File: src/rtl/rst_seq_ctrl.sv
// Ordered reset sequencer: holds all domains in reset, then releases them one
// at a time in index order with an active-low ack handshake per stage.
module rst_seq_ctrl #(
  parameter int unsigned NUM_STAGES         = 3,
  parameter int unsigned MIN_ASSERT_CYCLES  = 16,
  parameter int unsigned ACK_TIMEOUT_CYCLES = 1024,
  parameter int unsigned TIMEOUT_MODE       = 1,
  parameter logic [NUM_STAGES-1:0] ACK_MASK = '0,
  localparam int unsigned SW = (NUM_STAGES > 1) ? $clog2(NUM_STAGES) : 1
) (
  input  logic                  clk,
  input  logic                  reset,
  input  logic                  rst_req,
  input  logic [NUM_STAGES-1:0] ack_n,
  output logic [NUM_STAGES-1:0] rst_n,
  output logic                  seq_done,
  output logic [NUM_STAGES-1:0] timeout_err,
  output logic [1:0]            seq_state,
  output logic [SW-1:0]         seq_stage
);

  localparam int unsigned AW = $clog2((MIN_ASSERT_CYCLES > 2) ? MIN_ASSERT_CYCLES : 2);
  localparam int unsigned TW = $clog2((ACK_TIMEOUT_CYCLES > 2) ? ACK_TIMEOUT_CYCLES : 2);
  localparam logic [AW-1:0] ASSERT_LAST = AW'(MIN_ASSERT_CYCLES - 1);
  localparam logic [TW-1:0] TO_LAST =
    TW'((ACK_TIMEOUT_CYCLES > 0) ? ACK_TIMEOUT_CYCLES - 1 : 0);
  localparam logic [SW-1:0] STAGE_LAST = SW'(NUM_STAGES - 1);

  typedef enum logic [1:0] {
    S_ASSERT = 2'd0,
    S_ACK    = 2'd1,
    S_REL    = 2'd2,
    S_RUN    = 2'd3
  } state_t;

  state_t                  state_q, state_d;
  logic [SW-1:0]           stage_q, stage_d;
  logic [AW-1:0]           assert_cnt_q, assert_cnt_d;
  logic [TW-1:0]           wait_cnt_q, wait_cnt_d;
  logic [NUM_STAGES-1:0]   rst_n_q, rst_n_d;
  logic                    done_q, done_d;
  logic [NUM_STAGES-1:0]   err_q, err_d;

  logic ack_ok, to_hit, proceed;

  always_ff @(posedge clk or posedge reset) begin
    if (reset) begin
      state_q      <= S_ASSERT;
      stage_q      <= '0;
      assert_cnt_q <= '0;
      wait_cnt_q   <= '0;
      rst_n_q      <= '0;
      done_q       <= 1'b0;
      err_q        <= '0;
    end else begin
      state_q      <= state_d;
      stage_q      <= stage_d;
      assert_cnt_q <= assert_cnt_d;
      wait_cnt_q   <= wait_cnt_d;
      rst_n_q      <= rst_n_d;
      done_q       <= done_d;
      err_q        <= err_d;
    end
  end

  always_comb begin
    state_d      = state_q;
    stage_d      = stage_q;
    assert_cnt_d = assert_cnt_q;
    wait_cnt_d   = wait_cnt_q;
    rst_n_d      = rst_n_q;
    done_d       = done_q;
    err_d        = err_q;

    // Acquire wait wants ack_n low; release wait wants it high again.
    ack_ok  = ACK_MASK[stage_q] |
              ((state_q == S_ACK) ? ~ack_n[stage_q] : ack_n[stage_q]);
    to_hit  = (ACK_TIMEOUT_CYCLES != 0) && !ack_ok && (wait_cnt_q == TO_LAST);
    proceed = ack_ok | (to_hit && (TIMEOUT_MODE == 1));

    if (rst_req) begin
      state_d      = S_ASSERT;
      stage_d      = '0;
      assert_cnt_d = '0;
      wait_cnt_d   = '0;
      rst_n_d      = '0;
      done_d       = 1'b0;
    end else begin
      case (state_q)
        S_ASSERT: begin
          rst_n_d = '0;
          if (assert_cnt_q == ASSERT_LAST) begin
            state_d    = S_ACK;
            stage_d    = '0;
            wait_cnt_d = '0;
          end else begin
            assert_cnt_d = assert_cnt_q + AW'(1);
          end
        end
        S_ACK, S_REL: begin
          if (to_hit) err_d[stage_q] = 1'b1;
          if (proceed) begin
            wait_cnt_d = '0;
            if (state_q == S_ACK) begin
              rst_n_d[stage_q] = 1'b1;
              state_d          = S_REL;
            end else if (stage_q == STAGE_LAST) begin
              state_d = S_RUN;
              done_d  = 1'b1;
            end else begin
              stage_d = stage_q + SW'(1);
              state_d = S_ACK;
            end
          end else if (!to_hit && (ACK_TIMEOUT_CYCLES != 0)) begin
            wait_cnt_d = wait_cnt_q + TW'(1);
          end
        end
        default: ;
      endcase
    end
  end

  assign rst_n       = rst_n_q;
  assign seq_done    = done_q;
  assign timeout_err = err_q;
  assign seq_state   = state_q;
  assign seq_stage   = stage_q;

endmodule

File: config.mk
export PLATFORM = sky130hd
export DESIGN_NAME = rst_seq_ctrl
export DESIGN_NICKNAME = d
export VERILOG_FILES = /design/src/rtl/rst_seq_ctrl.sv
export SDC_FILE = /design/constraint.sdc
export NUM_CORES = 1
export LEC_CHECK = 0
export ABC_AREA = 1
export CAP_MARGIN = 15
export CELL_PAD_IN_SITES_DETAIL_PLACEMENT = 1
export CELL_PAD_IN_SITES_GLOBAL_PLACEMENT = 2
export CORE_MARGIN = 2
export CORE_UTILIZATION = 33
export CTS_BUF_LIST = sky130_fd_sc_hd__clkbuf_16
export CTS_CLUSTER_SIZE = 20
export DETAILED_ROUTE_END_ITERATION = 16
export PLACE_DENSITY = 0.84
export SETUP_SLACK_MARGIN = 0.1
export SLEW_MARGIN = 20
export SYNTH_ARGS = -nofsm -noshare
export SYNTH_HDL_FRONTEND = slang
export SYNTH_SLANG_ARGS = --single-unit
File: constraint.sdc
create_clock -name clk -period 2.01 [get_ports clk]
set_clock_uncertainty 0.1 [all_clocks]
set_input_delay 0.402 -clock clk [delete_from_list [all_inputs] [get_ports clk]]
set_output_delay 0.402 -clock clk [all_outputs]
set_load 0.005 [all_outputs]
==> results of run 1 <==
==> what timing repair did <==
action,in CTS,in global routing
buffers inserted,0,1
endpoints found under the hold margin,0,0
setup endpoints to repair,0,9
==> stage by stage <==
| stage | util (%) | hold slack, ns |
|---|---|---|
| 6_report | 41.64 | 0.3797 |
| 4_1_cts | 41.23 | 0.3803 |
| 3_5_place_dp | 39.38 | 0.3617 |
| 2_1_floorplan | - | 0.3293 |
| 5_1_grt | 41.64 | 0.4046 |
| 3_3_place_gp | 39.38 | 0.3617 |
==> registers in the layout, summed over array words and instances (netlist names) <==
register / cells
wait_cnt_q: 10
assert_cnt_q: 4
rst_n: 3
timeout_err: 3
seq_stage: 2
seq_state: 2
seq_done: 1
==> path summary, 6_finish.rpt <==
check / endpoint / depth (start not counted) / slack [ns]
worst max-delay path: seq_stage[1] / 1 / 0.23
worst min-delay path: timeout_err[0] / 1 / 0.38
worst max register to register: rst_n[1] / 8 / 0.24
worst min register to register: timeout_err[0] / 1 / 0.38
max in group asynchronous: seq_stage[0] / 3 / 1.14
min in group asynchronous: seq_state[0] / 3 / 0.40
==> synth_stat cells <==
master,instances
nor2_1,19
dfrtp_1,25
xor2_1,4
nand2_2,2
a21oi_1,1
nand2_1,45
nor2_2,8
o31ai_1,1
nand3_2,3
inv_2,3
nand4_1,5
a21boi_2,1
nand3_1,17
nor3_1,2
o21bai_1,4
inv_6,2
nand3b_1,1
o21ai_0,6
or2_1,1
inv_1,18
nand3_4,1
nor2_4,1
xnor2_1,2
ha_1,7
nand2_4,2
==> power by group <==
part	switching [mW]	internal (mW)
logic	0.501	0.259
clock network	0.188	0.269
registers	0.0656	0.565
total	0.754	1.09
==> cells by family (layout without fill, tap and decap cells) <==
kind of cell / count (synthesis) / in the layout / share of synthesized area, %
AND/OR/NAND/NOR: 107 / 108 / 35.66
adder cells (fa/ha/maj): 7 / 7 / 5.957
flip-flops: 25 / 25 / 42.55
buffers and inverters: 23 / 45 / 6.553
XOR/XNOR: 6 / 6 / 3.574
AO/OA/AOI/OAI: 13 / 13 / 5.702
==> final cells by class <==
| type | count | area, µm² | share of cell area (%) |
|---|---|---|---|
| clock inverters | 1 | 5.005 | 0.2780 |
| well taps | 52 | 65.06 | 3.614 |
| multi-input cells | 134 | 758.2 | 42.11 |
| inverters | 23 | 96.34 | 5.351 |
| clock buffers | 3 | 75.07 | 4.170 |
| repair buffers | 18 | 175.2 | 9.729 |
| flip-flops and latches | 25 | 625.6 | 34.75 |
==> layer usage <==
metal / vias up / share of wire (%) / GRT usage, % / wire length (µm)
li1: 629 / - / - / -
met1: 634 / 46 / 20.00 / 1708
met2: 17 / 51 / 28.04 / 1876
met3: 4 / 2.3 / 2.279 / 84
met4: 0 / 0.89 / 3.145 / 33
met5: - / 0 / 0 / 0
==> cell usage in the layout, fill, tap and decap left out, types with 3 or more instances in the layout <==
cell | Yosys | final
o21ai_0 | 6 | 6
inv_2 | 3 | 3
nand3_1 | 17 | 17
nand3_2 | 3 | 4
nor2_2 | 8 | 8
nand2_1 | 45 | 45
o21bai_1 | 4 | 4
ha_1 | 7 | 7
xor2_1 | 4 | 4
clkbuf_16 | 0 | 3
inv_1 | 18 | 18
nor2_1 | 19 | 19
clkdlybuf4s50_1 | 0 | 16
dfrtp_1 | 25 | 25
nand4_1 | 5 | 5
==> results.txt, run 1 <==
----------------------------------------------------
[Status]
  Result of the run ... complete, no violations

[Synthesis]
  Avg Inst Size Synth ... 8.122 µm²
  Most area-hungry cell type in the Yosys netlist ... dfrtp_1
  Number of warnings printed during yosys synthesis ... 0
  Number of nets produced by synthesis ... 194
  Synthesized flop and latch total ... 25
  Cell types with the largest area share after synthesis ... dfrtp_1 43%, nand2_1 11%, ha_1 6.0%, nand3_1 5.8%, nor2_1 4.9%
  Share of Yosys cell area claimed by the top area cell type ... 42.55%
  Sequential element share of the synthesized area ... 42.55%
  Total standard cell area after synthesis ... 1470 µm²
  Library cells used by synthesis ... 25
  Gate Count Post-Synth ... 181

[Setup path]
  Required time reported for the critical path endpoint ... roughly 1.5 ns
  Worst path max stage delay ... 0.55 ns
  Crit path kind ... register to output pin
  Critical path endpoint category ... output pin
  Start point of the critical path ... seq_stage[1]
  CP max stage cell ... clkdlybuf4s50_1
  Worst-path maximum fanout ... 7
  Kind of start point of the critical path ... register
  Buffers & Inverters on Critical Path ... 1
  Cell family with most CP delay ... buffers and inverters
  Data arrival time of the critical path ... 1.28 ns
  Cells along the critical path ... clkdlybuf4s50_1
  Launching point of the worst reg2reg path ... wait_cnt_q[0]

[Floorplanning]
  Floorplan Core Area ... 4324 µm²
  Area enclosed by the die boundary ... 5005 µm²
  FP Rows ... 24
  Top-Level Pins ... 17
  Die boundary height ... 70.75 µm
  Effective utilization at floorplan ... between 30% and 40%
  Die width ... 70.75 µm

[Route]
  Routed wire length ... 3703 µm
  Drt drc ... 0
  Number of detailed-routing iterations run before antenna repair ... 4
  Starting DRT DRC Count ... 40
  Number of nets still failing antenna checks after routing ... 0
  Routed length per instance ... 14.46 µm
  Routed via count divided by cell count ... 5.016
  Number of vias in the routed layout ... ~1300

[Clock tree]
  TritonCTS clock tree ... yes
  Max Buffers Root-to-Sink ... 2
  Clock-pin transition on the worst setup and hold timing paths ... 0.06 ns
  CTS-repair resized insts ... 0
  TritonCTS sink count ... 25
  Master cell of the clock root buffer ... clkbuf_16
  Clock latency on the worst-skew pair ... 0.26 ns
  Number of buffers inserted during clock tree synthesis ... 3
  Count of hold buffers inserted by post-cts repair ... 0
  Depth of the CTS H-tree ... 1

[Global route]
  Overall routing resource usage ... 15.61%
  Antenna violations before repair ... 0
  First-pass GRT wire length ... 6285 µm
  Via count of the first global-routing pass ... 1321
  Overflow left after global routing ... 0
  Maximum number of pins on one net before global-route repair ... 26

[Layout]
  Antenna diode count ... 0
  Fraction of final layout cells with drive strength greater than 1 ... 14.71%
  Non-filler instance count after layout ... approximately 260
  Final instance area ... between 1500 and 2000 µm²
  Final #Nets ... 218
  Layout-stage area growth over the synthesis result ... 22.47%
  Count of filler cells inserted in the layout ... 542

[Power and ir drop]
  Power after layout ... 1.846 mW
  Maximum VDD drop ... 0.3483 mV
  Power per cell area ... 1025 nW/µm²
  Leakage power ... ~0.80 nW

[Hold path]
  Worst Min Path Start ... timeout_err[0]
  Class of the tightest hold or removal check ... register to register

[Placed design]
  Post-placement cell area ... 1703 µm²
  Setup slack at placement ... 0.002522 ns
  RD Place Congestion ... 0.7910
  Detailed Place HPWL ... 2817 µm
  Post-placement cell count ... 250
  Count of port buffers added during placement ... 16

[STA]
  Worst Tran Pin Value ... 0.3547 ns
  Setup repair after global routing missed its margin ... no
  Setup TNS ... 0 ns
  Min Clock Period, post-route ... approximately 1.8 ns
  Period utilisation layout ... 88.45%
  Final-report hold violation count ... 0
  Maximum frequency from static timing analysis ... 562.5 MHz
  Final-report setup violation count ... 0
  Slew Limit Fails ... 0
  Post-route worst setup slack ... 0.2322 ns
  Max-slew headroom ... 76.36%

[Job]
  Max-cap violation count ... 0

----------------------------------------------------
No activity file was read; power rests on OpenSTA's default activity.
==> run 2, diff against run 1 <==
Settings changed: CORE_ASPECT_RATIO set to 1.5, CTS_BUF_LIST sky130_fd_sc_hd__clkbuf_16 to unset.
==> run 2 against run 1 <==
  * Sequential share of layout area up 0.66 points
  * Combinational power about the same
  * Clock-buffer cell count is the same
  * Worst setup slack lost 0.018 ns
  * Global-route usage increased by 0.73 points
  * Largest cell class unchanged
  * Largest power group unchanged
==> results.txt, run 2 (synthesis results as in run 1) <==
----------------------------------------------------
[Clock tree]
  Depth of the CTS H-tree ... 1 (unchanged)
  Number of buffers inserted during clock tree synthesis ... 3 (unchanged)
  TritonCTS clock tree ... yes
  TritonCTS sink count ... 25 (unchanged)
  Master cell of the clock root buffer ... clkbuf_8
  Count of buffers added by post-CTS timing repair for setup ... 0 (unchanged)
  Clock latency on the worst-skew pair ... 0.27 ns (about the same)
  Count of hold buffers inserted by post-cts repair ... 0 (unchanged)
  CTS-repair resized insts ... 0 (unchanged)
  Clock-pin transition on the worst setup and hold timing paths ... 0.09 ns (+0.03 ns)
  Max Buffers Root-to-Sink ... 2 (unchanged)

[Setup path]
  Worst path max stage delay ... 0.55 ns (about the same)
  Length in cells of the worst reg-to-reg path ... 8 (unchanged)
  Launching point of the worst reg2reg path ... wait_cnt_q[0]
  Start point of the critical path ... seq_stage[1]
  Crit path kind ... register to output pin
  CP max stage cell ... clkdlybuf4s50_1
  Critical path endpoint category ... output pin
  Reg-to-reg endpoint ... wait_cnt_q[9]
  Kind of start point of the critical path ... register
  Cells along the critical path ... clkdlybuf4s50_1
  Buffers & Inverters on Critical Path ... 1 (unchanged)
  Number of stages on the worst setup path ... 1 (unchanged)
  Data arrival time of the critical path ... 1.29 ns (about the same)
  Worst reg-to-reg setup slack ... 0.25 ns (about the same)
  Cell family with most CP delay ... buffers and inverters
  Worst-path maximum fanout ... 7 (unchanged)
  Required time reported for the critical path endpoint ... 1.51 ns (about the same)

[Power and ir drop]
  Clock network fraction of design power ... 17.9% (-6.8 points)
  Maximum VDD drop ... 0.4229 mV (+21%)
  Power per cell area ... 960.4 nW/µm² (-6.3%)
  Power after layout ... 1.697 mW (-8.1%)
  Leakage power ... 0.7869 nW (-1.6%)
  Fraction of power spent switching nets ... 42.73% (+1.9 points)
  Sequential share of power ... 37.1% (+3.0 points)
  Part of the power in combinational logic ... 45.0% (+3.9 points)
  Switch Pwr ... 0.7250 mW (-3.9%)
  Internal power component ... 0.9717 mW (-11%)

[STA]
  Post-route worst setup slack ... 0.2139 ns (-0.01829 ns)
  Setup TNS ... 0 ns (unchanged)
  Setup repair after global routing missed its margin ... no
  Min Clock Period, post-route ... 1.796 ns (+0.01829 ns)
  Final-report hold violation count ... 0 (unchanged)
  Worst hold slack after final layout ... 0.3697 ns (-0.009966 ns)
  Period utilisation layout ... 89.36% (+0.91 points)
  Final-report setup violation count ... 0 (unchanged)
  Worst Tran Pin Value ... 0.3257 ns (-0.02894 ns)
  Max-slew headroom ... 78.29% (+1.9 points)
  Slew Limit Fails ... 0 (unchanged)
  Maximum frequency from static timing analysis ... 556.8 MHz (-1.0%)

[Placed design]
  Detailed Place HPWL ... 2877 µm (+2.1%)
  Setup slack at placement ... 0.1044 ns (+0.1019 ns)
  Count of port buffers added during placement ... 16 (unchanged)
  RD Place Congestion ... 0.8097 (+2.4%)
  Post-placement cell area ... 1710 µm² (+0.44%)

[Global route]
  Overall routing resource usage ... 16.34% (+0.73 points)
  Overflow left after global routing ... 0 (unchanged)
  Antenna violations before repair ... 0 (unchanged)
  Via count of the first global-routing pass ... 1408 (+6.6%)
  First-pass GRT wire length ... 6354 µm (+1.1%)
  Maximum number of pins on one net before global-route repair ... 26 (unchanged)

[Route]
  Highest metal layer with signal wires ... met4
  Routed metal-1 wirelength ... 1462 µm (-14%)
  Met3 layer wire length in the routed design ... 78 µm (-7.1%)
  Drt drc ... 0 (unchanged)
  Number of vias in the routed layout ... 1266 (-1.4%)
  Number of detailed-routing iterations run before antenna repair ... 4 (unchanged)
  Routed length per instance ... 14.24 µm (-1.5%)
  Met2 WL post-DR ... 1896 µm (+1.1%)
  Starting DRT DRC Count ... 44 (+10%)
  Routed wire length ... 3561 µm (-3.8%)
  Routed via count divided by cell count ... 5.064 (+0.96%)
  Number of nets still failing antenna checks after routing ... 0 (unchanged)

[Layout]
  Layout-stage area growth over the synthesis result ... 20.17%
  Fraction of final layout cells with drive strength greater than 1 ... 16.18% (+1.5 points)
  Final #Nets ... 218 (unchanged)
  Regs by FF count ... wait_cnt_q x10, assert_cnt_q x4
  Area of the multi-input gates ... 758.2 µm² (unchanged)
  Antenna diode count ... 0 (unchanged)
  Flip-flop count of the largest register, all copies and words added ... 10 (unchanged)
  Count of filler cells inserted in the layout ... 520 (-4.1%)
  Top library cells by usage in the layout, fill and taps aside ... 44 x nand2_1, 25 x dfrtp_1, 18 x nor2_1, 18 x inv_1, 17 x nand3_1
  Register with the most flip-flops ... wait_cnt_q
  Commonest non-fill, non-tap cell in the layout ... nand2_1
  Storage element area ... 625.6 µm² (unchanged)
  Final instance area ... 1767 µm² (-1.9%)

[Hold path]
  Class of the tightest hold or removal check ... primary input to async pin

[Floorplanning]
  Effective utilization at floorplan ... 34.63% (+0.63 points)
  Floorplan Core Area ... 4245 µm² (-1.8%)
  Top-Level Pins ... 17 (unchanged)
  Die width ... 58.50 µm (-17%)
  Area enclosed by the die boundary ... 5016 µm² (+0.22%)
  Die boundary height ... 85.75 µm (+21%)
  FP Rows ... 29 (+21%)

[Status]
  Result of the run ... complete, no violations

[Job]
  Max-cap violation count ... 0 (unchanged)

----------------------------------------------------
-- run 2: changes by cell type in the layout (fill, tap and decap cells not counted), sizes merged --
cell	previous run	this run
buf	2	3
nand3	22	21
-- run 2: worst max-delay path by stage --
stage and end:
2_1_floorplan wait_cnt_q[5], 3_3_place_gp wait_cnt_q[8], 3_5_place_dp wait_cnt_q[9], 4_1_cts seq_stage[1], 5_1_grt wait_cnt_q[8], 6_report seq_stage[1]
-- run 2: layer usage --
layer	up-vias	GRT usage, %
met2	21	28.91
li1	624	-
met1	608	18.76
met3	13	2.112
met5	-	0
met4	0	8.034
-- run 2: per-stage QoR --
step                      utilization [%]  instances
after floorplan                         -        181
after global placement              40.29        246
after detailed placement            40.29        246
after CTS                           41.38        250
after global routing                41.62        250
final                               41.62        250
-- run 2: power by group through the flow --
stage | Clock, mW | Combinational, mW | Sequential (mW)
after global routing | 0.339 | 0.865 | 0.641
after CTS | 0.314 | 0.772 | 0.630
after detailed placement | 0 | 0.768 | 0.641
after global placement | 0 | 0.735 | 0.637
after floorplan | 0 | 0.533 | 0.626
final | 0.304 | 0.763 | 0.630
-- run 2: layout make-up --
class                      count  share of cell area, %
clock buffer                   3                  2.337
sequential                    25                  35.41
clock inverter                 1                 0.2833
tap                           46                  3.258
inverter                      23                  5.453
timing repair buffer          19                  10.34
multi-input combinational    133                  42.92
-- run 2: worst register-to-register path: stages (launching register included) --
cell	delay [ns]
dfrtp_1	0.40
ha_1	0.23
inv_1	0.09
nor3_1	0.19
nand3b_1	0.18
nand3_4	0.21
nand2_4	0.10
inv_6	0.12
nor2_2	0.05
